## src/rtl/gcttt_pkg.sv

```systemverilog
// Shared types and constants for the tic-tac-toe grid coordinate capture path.
package gcttt_pkg;
    localparam int NUM_CELLS = 9;

    typedef logic [3:0] coord_t;

    localparam coord_t NO_COORD = 4'hF;

    typedef enum logic [1:0] {IDLE, PRESS, RELEASE} state_t;
endpackage

```

## src/rtl/onehot_cell_enc.sv

```systemverilog
// Combinational cell encoder: index of the set bit plus a flag that exactly one bit is set.
module onehot_cell_enc
    import gcttt_pkg::*;
#(
    parameter int NUM_BTN = NUM_CELLS
) (
    input  logic [NUM_BTN-1:0] bits,
    output coord_t             idx,
    output logic               onehot
);

    always_comb begin
        idx = '0;
        for (int i = 0; i < NUM_BTN; i++) begin
            if (bits[i]) idx = coord_t'(i);
        end
    end

    // Clearing the lowest set bit leaves zero only for a single-bit value.
    assign onehot = (bits != '0) && ((bits & (bits - NUM_BTN'(1))) == '0);

endmodule

```

## src/rtl/grid_coord_capture.sv

```systemverilog
// Synchronises and debounces the nine cell buttons and holds one accepted cell index for write-back.
// Define GRID_COORD_OVERRUN_EN to add the sticky 'overrun' output.
module grid_coord_capture
    import gcttt_pkg::*;
#(
    parameter int NUM_BTN         = NUM_CELLS,
    parameter int DEBOUNCE_CYCLES = 50000
) (
    input  logic               clk,
    input  logic               rst,
    input  logic [NUM_BTN-1:0] btn,
    input  logic               read_coord,
    input  logic               stall,
    output coord_t             grid_coord,
    output logic               coord_valid
`ifdef GRID_COORD_OVERRUN_EN
    ,
    output logic               overrun
`endif
);

    localparam int CNT_W = $clog2(DEBOUNCE_CYCLES);

    logic [NUM_BTN-1:0] sync1, btn_s, snapshot;
    state_t             state;
    logic [CNT_W-1:0]   cnt;
    coord_t             enc_idx;
    logic               enc_onehot;
    logic               cnt_done, accept, candidate, multi, consume;

    onehot_cell_enc #(.NUM_BTN(NUM_BTN)) u_enc (
        .bits   (snapshot),
        .idx    (enc_idx),
        .onehot (enc_onehot)
    );

    assign cnt_done  = (cnt == CNT_W'(DEBOUNCE_CYCLES - 1));
    assign accept    = (state == PRESS) && (btn_s == snapshot) && cnt_done;
    assign candidate = accept & enc_onehot;
    assign multi     = accept & ~enc_onehot;
    assign consume   = read_coord & ~stall & coord_valid;

    always_ff @(posedge clk or posedge rst) begin
        if (rst) begin
            sync1    <= '0;
            btn_s    <= '0;
            state    <= IDLE;
            cnt      <= '0;
            snapshot <= '0;
        end else begin
            sync1 <= btn;
            btn_s <= sync1;
            case (state)
                IDLE: begin
                    if (btn_s != '0) begin
                        snapshot <= btn_s;
                        cnt      <= '0;
                        state    <= PRESS;
                    end
                end
                PRESS: begin
                    if (btn_s != snapshot) begin
                        state <= IDLE;
                    end else if (cnt_done) begin
                        state <= RELEASE;
                        cnt   <= '0;
                    end else begin
                        cnt <= cnt + 1'b1;
                    end
                end
                RELEASE: begin
                    // Any activity restarts the release window, so a held button stays here.
                    if (btn_s != '0) begin
                        cnt <= '0;
                    end else if (cnt_done) begin
                        state <= IDLE;
                    end else begin
                        cnt <= cnt + 1'b1;
                    end
                end
                default: state <= IDLE;
            endcase
        end
    end

    always_ff @(posedge clk or posedge rst) begin
        if (rst) begin
            coord_valid <= 1'b0;
            grid_coord  <= NO_COORD;
        end else if (candidate && (!coord_valid || consume)) begin
            coord_valid <= 1'b1;
            grid_coord  <= enc_idx;
        end else if (consume) begin
            coord_valid <= 1'b0;
            grid_coord  <= NO_COORD;
        end
    end

`ifdef GRID_COORD_OVERRUN_EN
    // A new loss in the same cycle as a consume takes priority over the clear.
    always_ff @(posedge clk or posedge rst) begin
        if (rst) begin
            overrun <= 1'b0;
        end else if (multi || (candidate && coord_valid && !consume)) begin
            overrun <= 1'b1;
        end else if (consume) begin
            overrun <= 1'b0;
        end
    end
`else
    logic unused_multi;
    assign unused_multi = multi;
`endif

endmodule

```

## config.mk

```make
export PLATFORM = sky130hd
export DESIGN_NAME = grid_coord_capture
export DESIGN_NICKNAME = d
export VERILOG_FILES = /design/src/rtl/gcttt_pkg.sv /design/src/rtl/onehot_cell_enc.sv /design/src/rtl/grid_coord_capture.sv
export SDC_FILE = /design/constraint.sdc
export NUM_CORES = 1
export LEC_CHECK = 0
export ABC_AREA = 1
export CORE_ASPECT_RATIO = 0.8
export CORE_MARGIN = 5
export CORE_UTILIZATION = 43
export CTS_CLUSTER_DIAMETER = 40
export DETAILED_ROUTE_END_ITERATION = 10
export PLACE_DENSITY = 0.7
export SYNTH_ARGS = -nofsm -noshare
export SYNTH_HDL_FRONTEND = slang
export SYNTH_SLANG_ARGS = --single-unit
```

## constraint.sdc

```tcl
create_clock -name clk -period 1.56 [get_ports clk]
set_input_delay 0.312 -clock clk [delete_from_list [all_inputs] [get_ports clk]]
set_output_delay 0.312 -clock clk [all_outputs]
set_load 0.005 [all_outputs]
```

==> results.toml, run 1 <==
[status]
status = "finished with violations"
violations = "negative setup slack"

[clocking]
cts_max_path_buffers = 2
cts_htree_levels = 2
tritoncts = "done"
clkSinkCount = 50
path_clk_slew_ns = 0.10
cts_buffers = 5
holdBufCountCts = 0
root_buffer = "clkbuf_8"
clkLatencyLatePin_ns = 0.31

[min_path]
hp-start = "sync1[1]$_DFF_PP0_"
hold_depth = 0
holdPathEnd = "btn_s[1]$_DFF_PP0_"
min_path_type = "register to register"

[final_layout]
final_layout_size_suffix_gt1_share_pct = 33.62
syn2layout_area_growth_pct = 42.76
antenna_cells = 0
stdcell_count = 554
final_util_pct = 63.55
layout.nets = 487

[logic_synthesis]
synth.yosys.seq_area_share_pct = 44.04
synth_compound_area_share_pct = 9.123
synth-simple-area-share_pct = 32.54
ys_types = 29
synthesis.area_um2 = 2853
synth_cells = 383
synth-adder-area-share_pct = 2.193
synth.area.mux_share_pct = 0
syn_nets = 401
avgSynthCellArea_um2 = 7.448
yosys.area_share.xor_xnor_pct = 3.070
synth-seq-cells = 50
synth_top_family_by_area = "simple AND/OR/NAND/NOR gates"
yosys_warnings = 0

[drt]
dr.pass1.iters = 5
wl_per_cell_um = 13.73
met2_length_um = 3456
top_layer_used = "met4"
vias_per_cell = 5.150
wl_met3_um = 477
vias = 2853
first_iter_violations = 189
met1Wirelength_um = 3598
drc_errors = 0
drt-total-wl_um = 7604
postRouteAntennaNets = 0

[worst_setup_path]
r2r-end = "cnt[12]$_DFFE_PP0P_"
end_kind = "register"
startpoint = "cnt[1]$_DFFE_PP0P_"
critPathKind = "register to register"
rr_worst_depth = 11
critPathArrivalTime_ns = 1.90
crit_fanout = 7
cp.required_ns = 1.77
worstSetupStartpointType = "register"
r2r_setup_slack_ns = -0.13
r2r-start = "cnt[1]$_DFFE_PP0P_"

[place]
port_buffers = 17
routabilityCongestion = 0.9334
numPlacedInstances = 539
post-place-ws_ns = -0.2061
hpwl_um = 5410

[sta]
maxSlewViolCount = 0
setup-violations-final = 22
fin_ws_ns = -0.1331
worst_pin_slew_ns = 0.4000
timing.hold.ws_ns = 0.3537
rsz0062_at_grt = "yes"
slew_headroom_pct = 73.30
finalCriticalPeriod_ns = 1.693
fmax_mhz = 590.6
hold_viol = 0
timing.final.crit_share_pct = 108.5
fin_skew_ns = 0.007083

[power_and_ir_drop]
power.total_mw = 4.781
power.density_nw_per_um2 = 1174
pwr-share-comb_pct = 46.0
p_leak_nw = 1.796
power.switching_mw = 1.908
p_clk_share_pct = 17.1
pwr-share-seq_pct = 36.9
internal-power_mw = 2.873
netSwitchingFraction_pct = 39.91
max-vdd-ir-drop_mv = 0.6451

[die]
start_util_pct = 44.51
rows = 26
die_w_um = 101.1
ios = 18
core_area_um2 = 6409
die_h_um = 82.85
dieArea_um2 = 8373

[global_route]
grt_max_degree = 51
antenna_found_initial = 0
grt_pass1_wl_um = 12800
grt_pass1_vias = 2788
grt_overflow = 0
gr-usage-all-layers_pct = 18.66

[flow_run]
drv_cap = 0
[critical path: stages, from the launching register on]
cell      delay (ns)
dfrtp_1         0.37
ha_2            0.22
nand3_4         0.12
nor2_2          0.12
nand2_2         0.10
nor2_2          0.12
nor2_1          0.05
nand2_2         0.09
clkinv_4        0.11
buf_12          0.16
nand3_4         0.07
o21ai_2         0.05
[layer usage]
metal	up-vias	GRT usage, %
met5	-	0
met4	0	4.589
met3	6	4.271
met2	84	28.03
met1	1344	27.15
li1	1419	-
[layout make-up]
type | instances | area [um^2]
clock buffer | 5 | 68.82
tap | 84 | 105.1
fill | 548 | 2336
multi-input combinational | 272 | 1622
clock inverter | 3 | 26.28
inverter | 53 | 206.4
timing repair buffer | 87 | 782.0
sequential | 50 | 1262
[logic make-up (layout without fill, tap and decap cells)]
family | after synthesis | count (layout)
and+or+nand+nor | 206 | 206
DFF | 50 | 50
xor gates and xnor gates | 10 | 10
AOI/OAI and AO/OA | 51 | 51
buffers and inverters | 61 | 148
adders and majority gates | 5 | 5
[worst max-delay path by stage]
stage	cells after the start	end	slack [ns]
5_1_grt	11	cnt[5]$_DFFE_PP0P_	-0.25
2_1_floorplan	11	cnt[14]$_DFFE_PP0P_	0.002
4_1_cts	12	grid_coord[3]$_DFFE_PP1P_	-0.1
3_5_place_dp	9	cnt[2]$_DFFE_PP0P_	-0.21
6_report	11	cnt[12]$_DFFE_PP0P_	-0.13
3_3_place_gp	9	cnt[2]$_DFFE_PP0P_	-0.21
[timing repair]
item	in CTS	in global routing
pin swaps	18	6
gates resized for setup	80	26
buffers inserted	6	2
setup endpoints to repair	26	26
cloned	1	0
[per-stage QoR]
step                instance area, um^2  TNS, ns
detailed placement                 3592   -2.464
global route                       4073   -4.593
global placement                   3592   -2.342
floorplan                          2853        0
CTS                                3959   -1.009
finish                             4073   -1.836
[flip-flops by register name, indices dropped and copies added (netlist names)]
name	count
sync1	9
btn_s	9
grid_coord	4
state	2
coord_valid	1
cnt	16
snapshot	9
[cells in the final DEF, fill, tap and decap left out, drive strengths merged, types with 5 or more instances in the layout]
master / count
clkdlybuf4s50: 12
nor2: 41
xor2: 7
a21oi: 6
buf: 70
nand2: 91
o21ai: 43
dfrtp: 46
inv: 55
nand3: 46
ha: 5
nand4: 15
nor3: 9
clkbuf: 5
[cells in the mapped netlist]
| cell type | instances | area [um^2] |
|---|---|---|
| nand2_2 | 2 | 12.51 |
| clkbuf_1 | 1 | 3.750 |
| xnor2_1 | 3 | 26.28 |
| nand2_1 | 89 | 334.1 |
| nor2_1 | 39 | 146.4 |
| dfrtp_1 | 46 | 1151 |
| nand3_2 | 2 | 20.02 |
| ha_1 | 5 | 62.56 |
| nor3_1 | 7 | 35.03 |
| xor2_1 | 7 | 61.31 |
| o211ai_1 | 1 | 7.510 |
| inv_2 | 2 | 7.510 |
| buf_1 | 1 | 3.750 |
| nor2_4 | 1 | 11.26 |
| o21ai_0 | 34 | 170.2 |
| nor3b_1 | 3 | 22.52 |
| buf_4 | 1 | 7.510 |
| o21ai_1 | 9 | 45.04 |
| dfstp_2 | 4 | 105.1 |
| inv_1 | 51 | 191.4 |
| a21oi_1 | 6 | 30.03 |
| nand4_1 | 15 | 93.84 |
| buf_6 | 3 | 33.78 |
| nor3_2 | 2 | 20.02 |
| buf_2 | 2 | 10.01 |
| nor2_2 | 1 | 6.260 |
| nand3_1 | 44 | 220.2 |
| a21boi_1 | 1 | 7.510 |
| and3_1 | 1 | 6.260 |
[power groups by stage]
stage,sequential [mW],combinational (mW),clock [mW]
detailed placement,1.72,1.80,0
global route,1.80,2.43,0.896
CTS,1.75,2.09,0.841
global placement,1.70,1.79,0
floorplan,1.71,0.958,0
finish,1.76,2.20,0.817
Power figures use the tool's default switching activity.
==> run 2, diff against run 1 <==
--- a/config.mk
+++ b/config.mk
@@ -7,7 +7,6 @@
 export LEC_CHECK = 0
 export ABC_AREA = 1
 export CORE_ASPECT_RATIO = 0.8
-export CORE_MARGIN = 5
 export CORE_UTILIZATION = 43
 export CTS_CLUSTER_DIAMETER = 40
 export DETAILED_ROUTE_END_ITERATION = 10
==> results.toml, run 2 (synthesized netlist as in run 1, its figures left out) <==
[status]
status = "finished with violations"
violations = "negative setup slack"

[global_route]
grt_pass1_wl_um = 11250
grt_overflow = 0
grt_pass1_vias = 2521
antenna_found_initial = 0
gr-usage-all-layers_pct = 20.93
grt_max_degree = 26

[die]
die_w_um = 93.07
core_area_um2 = 6409
start_util_pct = 44.51
rows = 26
ios = 18
dieArea_um2 = 6966
die_h_um = 74.85

[sta]
tns_ns = -2.129
fmax_mhz = 577.7
fin_ws_ns = -0.1711
slew_headroom_pct = 73.58
hold_viol = 0
finalCriticalPeriod_ns = 1.731
rsz0062_at_grt = "yes"
fin_skew_ns = 0.005615
maxSlewViolCount = 0
timing.hold.ws_ns = 0.2692
setup-violations-final = 22
timing.final.crit_share_pct = 111.0
worst_pin_slew_ns = 0.3959

[power_and_ir_drop]
p_clk_share_pct = 16.9
p_leak_nw = 1.861
netSwitchingFraction_pct = 40.10
power.density_nw_per_um2 = 1169
max-vdd-ir-drop_mv = 0.5648
internal-power_mw = 2.939
power.switching_mw = 1.968
pwr-share-comb_pct = 47.6
pwr-share-seq_pct = 35.5

[worst_setup_path]
end_kind = "register"
cp_common_cell = "nand3_4"
critPathKind = "register to register"
critPathArrivalTime_ns = 1.99
r2r-end = "cnt[12]$_DFFE_PP0P_"
critPathTopFamily = "simple AND/OR/NAND/NOR gates"
crit_path_cell_trace = "ha_4 -> nand3_4 -> inv_4 -> buf_4 -> nand3_1 -> xor2_1 -> nor2_1 -> nand2_1 -> o21ai_1 -> nand3_4 -> o21ai_2"
path_buf_inv = 2
crit_path_end = "cnt[12]$_DFFE_PP0P_"
cpMaxStageDelayCell = "dfrtp_1"
r2r_setup_slack_ns = -0.17
worstSetupStartpointType = "register"
rr_worst_depth = 11
startpoint = "cnt[0]$_DFFE_PP0P_"
crit_fanout = 4
cp.required_ns = 1.81
max_stage_delay_ns = 0.41
cp.depth = 11
r2r-start = "cnt[0]$_DFFE_PP0P_"

[drt]
vias = 3023
vias_per_cell = 5.389
drt-total-wl_um = 8355
wl_per_cell_um = 14.89
first_iter_violations = 259
dr.pass1.iters = 4
drc_errors = 0
postRouteAntennaNets = 0

[final_layout]
seq_area_um2 = 1262
syn2layout_area_growth_pct = 47.11
largest_register = "cnt"
finish.instance_area_um2 = 4197
final_cell_mix = "78 x nand2_1, 60 x buf_4, 44 x inv_1"
final_layout_size_suffix_gt1_share_pct = 35.22
layout_commonest_cell = "nand2_1"
largest_reg_flops = 16
nFillCells = 475
antenna_cells = 0
layout.nets = 494
multiInputGateArea_um2 = 1667
stdcell_count = 561

[clocking]
cts_buffers = 5
cts_htree_levels = 2
tritoncts = "done"
path_clk_slew_ns = 0.10
holdBufCountCts = 0
clkLatencyLatePin_ns = 0.32
root_buffer = "clkbuf_8"
clkSinkCount = 50
cts_max_path_buffers = 2

[place]
dpl_cell_area_um2 = 3550
routabilityCongestion = 0.9516
port_buffers = 17
numPlacedInstances = 535
hpwl_um = 5135

[flow_run]
drv_cap = 0

[min_path]
min_path_type = "primary input to async pin"
==> run 2: changes by cell type in the layout (fill, tap and decap cells not counted), sizes merged <==
cell           change
clkbuf             +2
dlymetal6s2s       -1
buf                +5
clkdlybuf4s50      +1
==> run 2: routing by layer <==
metal  wire length (um)  track usage [%]  share of wire, %  up-vias
met2               3884            32.11                46      131
met3                558            4.040               6.7       24
met1               3689            29.85                44     1432
li1                   -                -                 -     1436
met4                223            7.521               2.7        0
met5                  0                0                 0        -
==> run 2: area by class of cell <==
| type | instances | area share [%] |
|---|---|---|
| multi-input cells | 272 | 39.71 |
| flip-flops and latches | 50 | 30.08 |
| repair buffers | 94 | 20.51 |
| inverters | 53 | 4.860 |
| well taps | 84 | 2.504 |
| clock buffers | 5 | 1.640 |
| clock inverters | 3 | 0.6857 |
==> run 2: worst min path at each step <==
stage / endpoint / depth (start not counted) / slack [ns] / start
2_1_floorplan: btn_s[0]$_DFF_PP0_ / 0 / 0.33 / sync1[0]$_DFF_PP0_
3_3_place_gp: btn_s[0]$_DFF_PP0_ / 0 / 0.33 / sync1[0]$_DFF_PP0_
3_5_place_dp: btn_s[8]$_DFF_PP0_ / 0 / 0.34 / sync1[8]$_DFF_PP0_
4_1_cts: cnt[14]$_DFFE_PP0P_ / 2 / 0.28 / rst
5_1_grt: cnt[14]$_DFFE_PP0P_ / 2 / 0.33 / rst
6_report: cnt[14]$_DFFE_PP0P_ / 2 / 0.27 / rst
==> run 2: worst reg2reg max path: stages (launching register included) <==
cell and delay, ns:
dfrtp_1 0.41, ha_4 0.19, nand3_4 0.12, inv_4 0.10, buf_4 0.11, nand3_1 0.10, xor2_1 0.18, nor2_1 0.09
nand2_1 0.06, o21ai_1 0.15, nand3_4 0.10, o21ai_2 0.07
==> run 2: power by group through the flow <==
stage / combinational, mW / clock [mW] / sequential [mW]
floorplan: 0.958 / 0 / 1.71
global placement: 1.69 / 0 / 1.70
detailed placement: 1.72 / 0 / 1.72
CTS: 1.84 / 0.843 / 1.71
global route: 2.51 / 0.893 / 1.76
finish: 2.34 / 0.830 / 1.74
==> run 2: stage by stage <==
stage | power, mW | util, % | worst slack, ns
3_5_place_dp | 3.436 | 55.39 | -0.2103
3_3_place_gp | 3.399 | 55.39 | -0.09952
6_report | 4.907 | 65.48 | -0.1711
2_1_floorplan | 2.665 | - | 0.002456
5_1_grt | 5.167 | 65.48 | -0.2708
4_1_cts | 4.395 | 58.77 | -0.07965
==> run 2: repair_timing <==
item	4_1_cts	5_1_grt
endpoints found under the setup margin	26	33
setup buffers	4	10
gates cloned	0	4
pin swaps	4	15
resized for setup	33	91
==> run 3, diff against run 2 <==
--- a/config.mk
+++ b/config.mk
@@ -10,7 +10,7 @@
 export CORE_UTILIZATION = 43
 export CTS_CLUSTER_DIAMETER = 40
 export DETAILED_ROUTE_END_ITERATION = 10
-export PLACE_DENSITY = 0.7
+export PLACE_DENSITY = 0.68
 export SYNTH_ARGS = -nofsm -noshare
 export SYNTH_HDL_FRONTEND = slang
 export SYNTH_SLANG_ARGS = --single-unit
==> constraint.sdc (replaced) <==
create_clock -name clk -period 2.2 [get_ports clk]
set_input_delay 0.44 -clock clk [delete_from_list [all_inputs] [get_ports clk]]
set_output_delay 0.44 -clock clk [all_outputs]
set_load 0.005 [all_outputs]
==> results.toml, run 3 (synthesized netlist as in run 1, its figures left out) <==
[power_and_ir_drop]
power.density_nw_per_um2 = 832.1
max-vdd-ir-drop_mv = 0.3276
p_clk_share_pct = 21.2
pwr-share-seq_pct = 46.7
pwr-share-comb_pct = 32.1
internal-power_mw = 1.603
power.switching_mw = 1.067
p_leak_nw = 1.393
netSwitchingFraction_pct = 39.96

[final_layout]
stdcell_count = 488
largest_reg_flops = 16
layout_commonest_cell = "nand2_1"
antenna_cells = 0
final_layout_size_suffix_gt1_share_pct = 6.683
nFillCells = 603
final_cell_mix = "89 x nand2_1, 50 x inv_1, 46 x dfrtp_1"
syn2layout_area_growth_pct = 12.50
layout.nets = 421
largest_register = "cnt"
finish.instance_area_um2 = 3209
final_util_pct = 50.08

[die]
ios = 18
die_w_um = 93.07
die_h_um = 74.85
start_util_pct = 44.51
core_area_um2 = 6409
dieArea_um2 = 6966
rows = 26

[place]
port_buffers = 17
dpl_cell_area_um2 = 3112
numPlacedInstances = 480
routabilityCongestion = 0.8860
hpwl_um = 4669

[sta]
fin_skew_ns = 0.007307
finalCriticalPeriod_ns = 1.937
tns_ns = 0
slew_headroom_pct = 66.47
maxSlewViolCount = 0
setup-violations-final = 0
rsz0062_at_grt = "no"
worst_pin_slew_ns = 0.4976
timing.final.crit_share_pct = 88.06
hold_viol = 0
fmax_mhz = 516.2

[global_route]
grt_max_degree = 27
grt_pass1_vias = 2359
gr-usage-all-layers_pct = 19.66
grt_pass1_wl_um = 10760
antenna_found_initial = 0
grt_overflow = 0

[clocking]
root_buffer = "clkbuf_8"
postCtsSetupRepairBufs = 0
clkSinkCount = 50
path_clk_slew_ns = 0.10
cts.repair.resized = 0
holdBufCountCts = 0
cts_buffers = 5
clkLatencyLatePin_ns = 0.31
cts_htree_levels = 2
cts_max_path_buffers = 2
tritoncts = "done"

[drt]
first_iter_violations = 168
drt-total-wl_um = 6076
dr.pass1.iters = 4
postRouteAntennaNets = 0
wl_per_cell_um = 12.45
drc_errors = 0
vias = 2450
vias_per_cell = 5.020

[min_path]
min_path_type = "register to register"

[worst_setup_path]
end_kind = "register"
critPathArrivalTime_ns = 2.17
max_stage_delay_ns = 0.45
cpMaxStageDelayCell = "dfrtp_1"
crit_fanout = 22
crit_path_cell_trace = "ha_1 -> nand3_2 -> nor2_1 -> nand2_1 -> nor2_1 -> nor2_1 -> nand2_2 -> inv_2 -> nand2_1 -> a21oi_1"
critPathKind = "register to register"
worstSetupStartpointType = "register"
cp_common_cell = "nor2_1"
cp.required_ns = 2.43
r2r_setup_slack_ns = 0.26

[flow_run]
drv_cap = 0

[status]
status = "finished clean"
run 3: cell count changes in the layout (fill, tap and decap cells not counted), moves of 8 or more:
cell,before,now
o21ai_0,14,34
nor2_2,9,1
nand3_2,12,2
nand2_2,10,2
o21ai_1,26,9
buf_6,12,0
buf_4,60,3
nand2_1,78,89
nor2_1,25,39
nand3_1,30,44
run 3: final cells by class:
| type | count | area [um^2] | area share (%) |
|---|---|---|---|
| Inverter | 53 | 198.9 | 6.199 |
| Multi-Input combinational cell | 272 | 1339 | 41.72 |
| Clock buffer | 5 | 68.82 | 2.144 |
| Sequential cell | 50 | 1256 | 39.14 |
| Clock inverter | 3 | 28.78 | 0.8967 |
| Tap cell | 84 | 105.1 | 3.275 |
| Timing Repair Buffer | 21 | 212.7 | 6.628 |
run 3: metrics by stage:
step | hold slack (ns) | total power [mW] | setup WS, ns
2_1_floorplan | 0.3312 | 1.890 | 0.5654
3_5_place_dp | 0.3347 | 2.121 | 0.2686
4_1_cts | 0.3595 | 2.692 | 0.2539
5_1_grt | 0.3671 | 2.888 | 0.003253
6_report | 0.3562 | 2.671 | 0.2626
3_3_place_gp | 0.3327 | 2.095 | 0.3149
run 3: power groups by stage:
stage	Clock, mW	Sequential (mW)	Combinational [mW]
2_1_floorplan	0	1.21	0.679
3_3_place_gp	0	1.26	0.836
3_5_place_dp	0	1.26	0.859
4_1_cts	0.587	1.24	0.861
5_1_grt	0.621	1.27	0.996
6_report	0.566	1.25	0.858
run 3: path summary, 6_finish.rpt:
| path | start | endpoint | depth (start not counted) |
|---|---|---|---|
| min reg2reg | sync1[1]$_DFF_PP0_ | btn_s[1]$_DFF_PP0_ | 0 |
| max | cnt[0]$_DFFE_PP0P_ | cnt[2]$_DFFE_PP0P_ | 10 |
| max in group asynchronous | rst | grid_coord[3]$_DFFE_PP1P_ | 3 |
| max reg2reg | cnt[0]$_DFFE_PP0P_ | cnt[2]$_DFFE_PP0P_ | 10 |
| min in group asynchronous | rst | cnt[14]$_DFFE_PP0P_ | 2 |
| min | sync1[1]$_DFF_PP0_ | btn_s[1]$_DFF_PP0_ | 0 |
run 3: layer usage:
| layer | part of all wire [%] | GRT usage (%) | wire (um) |
|---|---|---|---|
| met4 | 1.1 | 4.786 | 65 |
| met2 | 42 | 30.96 | 2524 |
| met5 | 0 | 0 | 0 |
| met3 | 5.0 | 3.636 | 302 |
| met1 | 52 | 28.35 | 3183 |
run 3: worst max-delay path, delay by kind of cell (launching register included):
kind	cells	cell delay, ns
AO/OA/AOI/OAI	1	0.14
adder cells (fa/ha/maj)	1	0.26
buffers and inverters	1	0.30
flip-flops	1	0.45
AND/OR/NAND/NOR	7	0.71
